===== config.mk =====
export PLATFORM = sky130hd
export DESIGN_NAME = pc_fetch_ctrl
export DESIGN_NICKNAME = d
export VERILOG_FILES = /design/src/rtl/pc_fetch_ctrl_pkg.sv /design/src/rtl/pc_fetch_ctrl_next_sel.sv /design/src/rtl/pc_fetch_ctrl.sv
export SDC_FILE = /design/constraint.sdc
export NUM_CORES = 1
export LEC_CHECK = 0
export CAP_MARGIN = 10
export CORE_MARGIN = 4
export CORE_UTILIZATION = 52
export DETAILED_ROUTE_END_ITERATION = 10
export PLACE_DENSITY = 0.94
export SETUP_SLACK_MARGIN = 0.15
export SLEW_MARGIN = 10
export SYNTH_ARGS = -nofsm -noshare
export SYNTH_HDL_FRONTEND = slang
export SYNTH_SLANG_ARGS = --single-unit

===== constraint.sdc =====
create_clock -name Clk -period 6.2 [get_ports Clk]
set_input_delay 0.62 -clock Clk [delete_from_list [all_inputs] [get_ports Clk]]
set_output_delay 0.62 -clock Clk [all_outputs]
set_load 0.02 [all_outputs]

===== src/rtl/pc_fetch_ctrl_pkg.sv =====
`default_nettype none
// ============================================================================
//  Module      : pc_pkg
//  Description : Shared types and widths for the ARMINx8 fetch path. The
//                branch-target LUT, the decoder and the fetch controller all
//                agree on the program-counter and offset widths through here.
//  Revision    : 1.0 - initial release
// ============================================================================
package pc_pkg;

    localparam int PC_W  = 12;
    localparam int OFF_W = 8;

    typedef logic [PC_W-1:0] pc_t;

    typedef enum logic [1:0] {
        IDLE = 2'd0,
        RUN  = 2'd1,
        HALT = 2'd2
    } pc_state_t;

endpackage : pc_pkg
`default_nettype wire


===== src/rtl/pc_fetch_ctrl_next_sel.sv =====
`default_nettype none
// ============================================================================
//  Module      : pc_next_sel
//  Description : Combinational next-PC selector. Priority, highest first:
//                halt (hold), stall (hold), absolute jump, relative jump,
//                sequential increment. All arithmetic wraps modulo 2**PC_W.
//  Ports       : i_pc        current program counter
//                i_halt      halt decoded at i_pc
//                i_stall     multi-cycle op in flight
//                i_jump_abs  take absolute branch to i_target
//                i_target    absolute branch target
//                i_jump_rel  take relative branch by i_offset
//                i_offset    two's-complement displacement
//                o_pc_next   selected next program counter
//  Revision    : 1.0 - initial release
// ============================================================================
module pc_next_sel #(
    parameter int PC_W  = 12,
    parameter int OFF_W = 8
) (
    input  logic [PC_W-1:0]  i_pc,
    input  logic             i_halt,
    input  logic             i_stall,
    input  logic             i_jump_abs,
    input  logic [PC_W-1:0]  i_target,
    input  logic             i_jump_rel,
    input  logic [OFF_W-1:0] i_offset,
    output logic [PC_W-1:0]  o_pc_next
);

    // Sign-extend the displacement to the PC width; the add then wraps
    // naturally because the result is truncated to PC_W bits.
    logic [PC_W-1:0] w_off_ext;
    assign w_off_ext = PC_W'($signed(i_offset));

    always_comb begin
        o_pc_next = i_pc;
        if (i_halt || i_stall) begin
            o_pc_next = i_pc;
        end else if (i_jump_abs) begin
            o_pc_next = i_target;
        end else if (i_jump_rel) begin
            o_pc_next = i_pc + w_off_ext;
        end else begin
            o_pc_next = i_pc + {{(PC_W-1){1'b0}}, 1'b1};
        end
    end

endmodule : pc_next_sel
`default_nettype wire


===== src/rtl/pc_fetch_ctrl.sv =====
`default_nettype none
// ============================================================================
//  Module      : pc_fetch_ctrl
//  Description : Program counter and fetch sequencer. Owns the start/halt
//                handshake, the registered instruction address and a
//                saturating retired-instruction counter.
//  Ports       : Clk          system clock, rising edge
//                Reset        asynchronous active-low reset
//                Start        begin execution at START_ADDR (IDLE/HALT only)
//                Halt_req     halt instruction at Prog_addr
//                Stall        hold PC and counter this cycle
//                Jump_abs     taken absolute branch, load Target
//                Target       absolute branch target
//                Jump_rel     taken relative branch, add Offset
//                Offset       signed displacement
//                Prog_addr    current instruction address (registered)
//                Fetch_valid  high in RUN
//                Done         high in HALT
//                Instr_cnt    instructions retired since last Start
//  Revision    : 1.0 - initial release
// ============================================================================
module pc_fetch_ctrl #(
    parameter int                     PC_W       = pc_pkg::PC_W,
    parameter int                     OFF_W      = pc_pkg::OFF_W,
    parameter logic [PC_W-1:0]        START_ADDR = '0,
    parameter int                     CNT_W      = 16
) (
    input  logic              Clk,
    input  logic              Reset,
    input  logic              Start,
    input  logic              Halt_req,
    input  logic              Stall,
    input  logic              Jump_abs,
    input  logic [PC_W-1:0]   Target,
    input  logic              Jump_rel,
    input  logic [OFF_W-1:0]  Offset,
    output logic [PC_W-1:0]   Prog_addr,
    output logic              Fetch_valid,
    output logic              Done,
    output logic [CNT_W-1:0]  Instr_cnt
);

    import pc_pkg::*;

    pc_state_t        r_state;
    pc_state_t        w_state_nxt;
    logic [PC_W-1:0]  r_pc;
    logic [PC_W-1:0]  w_pc_nxt;
    logic [PC_W-1:0]  w_pc_sel;
    logic [CNT_W-1:0] r_cnt;
    logic [CNT_W-1:0] w_cnt_nxt;
    logic [CNT_W-1:0] w_cnt_inc;

    pc_next_sel #(
        .PC_W  (PC_W),
        .OFF_W (OFF_W)
    ) u_next_sel (
        .i_pc       (r_pc),
        .i_halt     (Halt_req),
        .i_stall    (Stall),
        .i_jump_abs (Jump_abs),
        .i_target   (Target),
        .i_jump_rel (Jump_rel),
        .i_offset   (Offset),
        .o_pc_next  (w_pc_sel)
    );

    // Counter sticks at all-ones instead of wrapping.
    assign w_cnt_inc = (r_cnt == {CNT_W{1'b1}}) ? r_cnt
                                                : r_cnt + {{(CNT_W-1){1'b0}}, 1'b1};

    always_ff @(posedge Clk or negedge Reset) begin
        if (!Reset) begin
            r_state <= IDLE;
            r_pc    <= START_ADDR;
            r_cnt   <= '0;
        end else begin
            r_state <= w_state_nxt;
            r_pc    <= w_pc_nxt;
            r_cnt   <= w_cnt_nxt;
        end
    end

    always_comb begin
        w_state_nxt = r_state;
        w_pc_nxt    = r_pc;
        w_cnt_nxt   = r_cnt;
        case (r_state)
            IDLE, HALT: begin
                if (Start) begin
                    w_state_nxt = RUN;
                    w_pc_nxt    = START_ADDR;
                    w_cnt_nxt   = '0;
                end
            end
            RUN: begin
                // A halt retires (counts) but leaves the PC on the halt op.
                if (Halt_req) begin
                    w_state_nxt = HALT;
                    w_cnt_nxt   = w_cnt_inc;
                end else if (!Stall) begin
                    w_pc_nxt    = w_pc_sel;
                    w_cnt_nxt   = w_cnt_inc;
                end
            end
            default: begin
                w_state_nxt = IDLE;
                w_pc_nxt    = START_ADDR;
                w_cnt_nxt   = '0;
            end
        endcase
    end

    assign Prog_addr   = r_pc;
    assign Instr_cnt   = r_cnt;
    assign Fetch_valid = (r_state == RUN);
    assign Done        = (r_state == HALT);

endmodule : pc_fetch_ctrl
`default_nettype wire


==> impl_results.md <==
- CP Launch Type: input pin
- Total GRT Usage: approximately 22%
- Clock latency on the worst-skew pair: between 0.2 and 0.3 ns
- Routability congestion estimate: about 0.86
- Post-synth ARST share: 100%
- Layout cells sized above 1: 6.71%
- Slew Limit Fails: 0
- Number of library cell types mapped by synthesis: 47
- Routed WL per cell: 15.7 um
- Status: completed
- Largest net degree at the start of global routing: 31
- Reg-to-reg setup timing slack: around 3.7 ns
- Post-CTS Setup Bufs: 0
- Antenna cells: 0
- Setup CP Type: in -> reg
- Inserted Clock Buffers: 5
- P_int: approximately 0.47 mW
- 1st-iter DRT viols: 204
- Die height: around 70 um
- Clock Tree Buf Depth: 2
- Hpwl dp: approximately 3700 um
- CORE AREA: about 3700 um2
- Final worst-path cycle share: between 40 and 50%
- DR pass1 iterations: 4
- Worst hold path type: reg -> reg
- Port Buffers: 56
- # resized after CTS: 0
- Initial antenna violation count: 0
- Register area share after synthesis: 37.2%
- First-pass GRT wire length: 8640 um
- Slew Limit Headroom: roughly a quarter
- Worst Setup SP: Jump_rel
- Layout area overhead: 36.3%
- Setup TNS Final: 0 ns
- Clock tree from TritonCTS: built
- Via-per-instance ratio: slightly below 6
- Critical Path Sink: Prog_addr[8]
- Reg power frac: a little over a third
- Syn nets: 262
- Min Tclk post-route: ~2.9 ns
- Clock power share: between 30% and 40%
- Pwr dens: between 200 and 250 nW/um2
- Sw Ratio: 31.0%
- Die span in x: approximately 70 um
- Unrepaired setup endpoints after global routing: false
- WHS: 0.519 ns
- Peak Freq: about 350 MHz
- Worst Path Arrival: roughly 3.1 ns
- H-tree depth: 2
- Slowest CP cell: clkdlybuf4s50_1
- Top-level port count: 57
- Placed insts: ~320
- DRC violations left: 0
- Clock Skews: 0.0104 ns
- Worst-Margin Slew: about 1.1 ns
- Row count: 22
- Worst r2r path cells: 7
- # nets final: 318
- Via count: 1953
- Critical-path cell list: clkdlybuf4s50_1 > nand2b_1 > ha_1 > inv_1 > fa_1 > nor2b_1 > o31a_1 > o311ai_1 > a21boi_0 > nor3_1 > o31ai_1
- Syn Inst Count: 226
- DRT Wirelength: 5190 um
- CTS sink cnt: 30
- Antenna-violating nets left: 0
- Fin cells: between 300 and 400
- Crit Path Max Fanout: 8
- Yosys reg bits: 30
- Number of global-route vias before repair: around 1900
- # setup viols final: 0
- Yosys top cell by area: dfrtp_1
- CTS root buf: clkbuf_8
- R2R Path Start: Instr_cnt[0]
- CP endpoint kind: register
- EDFF count, synth: 0
- Worst Setup Slack post-DPL: ~3 ns
- Mapped Avg Cell Area: between 8 and 9 um2
- Net Sw Power: ~0.21 mW
- Maximum capacitance violations: 0
- GRT overflow: 0
- Gate power share: ~28%
- Main flop type after synthesis: dfrtp_1
- Clk pin slew, worst setup/hold paths: 0.07 ns
- Post-CTS Hold Buffers: 0
- Post-layout util: 73.9%
- VDD IR-drop max: about 0.15 mV
- CP peak stage delay: approximately 0.54 ns
- Mapped cell area: approximately 2000 um2
- Static leakage: around 1.1 nW
- Die area: about 4900 um2
- Yosys warns: 0
- Critical Path RT: roughly 6.4 ns
- Synth top area share: 37.2%
- R2r endpoint: Instr_cnt[4]
- Initial core utilization: 54.2%
- Final Hold Fails: 0
- Largest cells by area after synthesis: dfrtp_1 37%, o21ai_0 5.2%, xnor2_1 5.2%, ha_1 5.0%, nand2_1 3.5%
- Fin worst setup slack: between 3 and 4 ns
==> routing by layer <==
| layer | wire, um | GRT usage (%) | vias up |
|---|---|---|---|
| li1 | - | - | 931 |
| met1 | 2270 | 28.8 | 949 |
| met2 | 2550 | 33.8 | 67 |
| met3 | 315 | 6.19 | 6 |
| met4 | 54 | 6.60 | 0 |
| met5 | 0 | 0 | - |
==> how the worst min path moves through the flow <==
stage                         to  slack, ns         start  cells past startpoint
finish                r_state[1]       0.52    r_state[1]                      2
global route        Prog_addr[0]       0.57  Prog_addr[0]                      2
CTS                   r_state[1]       0.52    r_state[1]                      2
detailed placement    r_state[1]       0.50    r_state[1]                      2
global placement      r_state[1]       0.50    r_state[1]                      2
floorplan           Instr_cnt[0]       0.32         Reset                      0
==> cell usage after synthesis (2+ instances only) <==
cell,instances
dfrtp_1,30
o21ai_0,21
nand2_1,19
nor2_1,19
nand3_1,14
xnor2_1,12
a21oi_1,9
ha_1,8
a22oi_1,7
inv_1,7
clkbuf_1,6
nand2b_1,6
nor3_1,6
o31ai_1,6
and2_1,5
or3_1,5
o21a_1,4
and3_1,3
mux2i_1,3
nor4_2,3
xor2_1,3
a22o_1,2
a31oi_1,2
nor2b_1,2
nor4_4,2
==> flip-flops by register name (all words and copies together), names as in the netlist <==
name,flops
r_state,2
Prog_addr,12
Instr_cnt,16
==> critical path: cells and delay by family <==
| family | cells | cell delay (ns) |
|---|---|---|
| AO/OA/AOI/OAI | 4 | 0.87 |
| buffers and inverters | 2 | 0.59 |
| adder cells (fa/ha/maj) | 2 | 0.57 |
| AND/OR/NAND/NOR | 3 | 0.42 |
==> layout make-up <==
class,count,area [um2]
Clock inverter,2,60.1
Inverter,8,30.0
Timing Repair Buffer,57,568
Tap cell,48,60.1
Multi-Input combinational cell,180,1200
Sequential cell,30,751
Fill cell,268,968
Clock buffer,6,82.6
==> per-stage QoR <==
stage / total power, mW / instance area (um2)
final: 0.683 / 2750
after global routing: 0.711 / 2750
after CTS: 0.684 / 2750
after detailed placement: 0.432 / 2610
after global placement: 0.428 / 2610
after floorplan: 0.354 / 2020
==> cells in the final DEF (no fill, tap or decap), types with 7 or more instances in the layout <==
cell type,count
inv_1,7
a22oi_1,7
dfrtp_1,30
nand2_1,19
xnor2_1,12
a21oi_1,9
nand3_1,14
ha_1,8
nor2_1,19
o21ai_0,21
clkdlybuf4s50_1,56
==> power groups by stage <==
| stage | registers, mW | clock network [mW] | logic (mW) |
|---|---|---|---|
| floorplan | 0.253 | 0 | 0.101 |
| global placement | 0.240 | 0 | 0.188 |
| detailed placement | 0.240 | 0 | 0.192 |
| CTS | 0.237 | 0.252 | 0.195 |
| global route | 0.241 | 0.260 | 0.211 |
| finish | 0.237 | 0.251 | 0.195 |
==> kinds of logic (layout without fill, tap and decap cells) <==
kind of cell / after synthesis / in the layout / share of synthesized area, %
compound gates: 61 / 61 / 19.4
xor+xnor: 15 / 15 / 6.52
fa+ha+maj: 9 / 9 / 5.96
buf+inv: 16 / 73 / 3.41
flops: 30 / 30 / 37.2
mux: 3 / 3 / 1.49
simple gates: 92 / 92 / 25.9
Note: power is estimated with default switching activity, not from simulation.
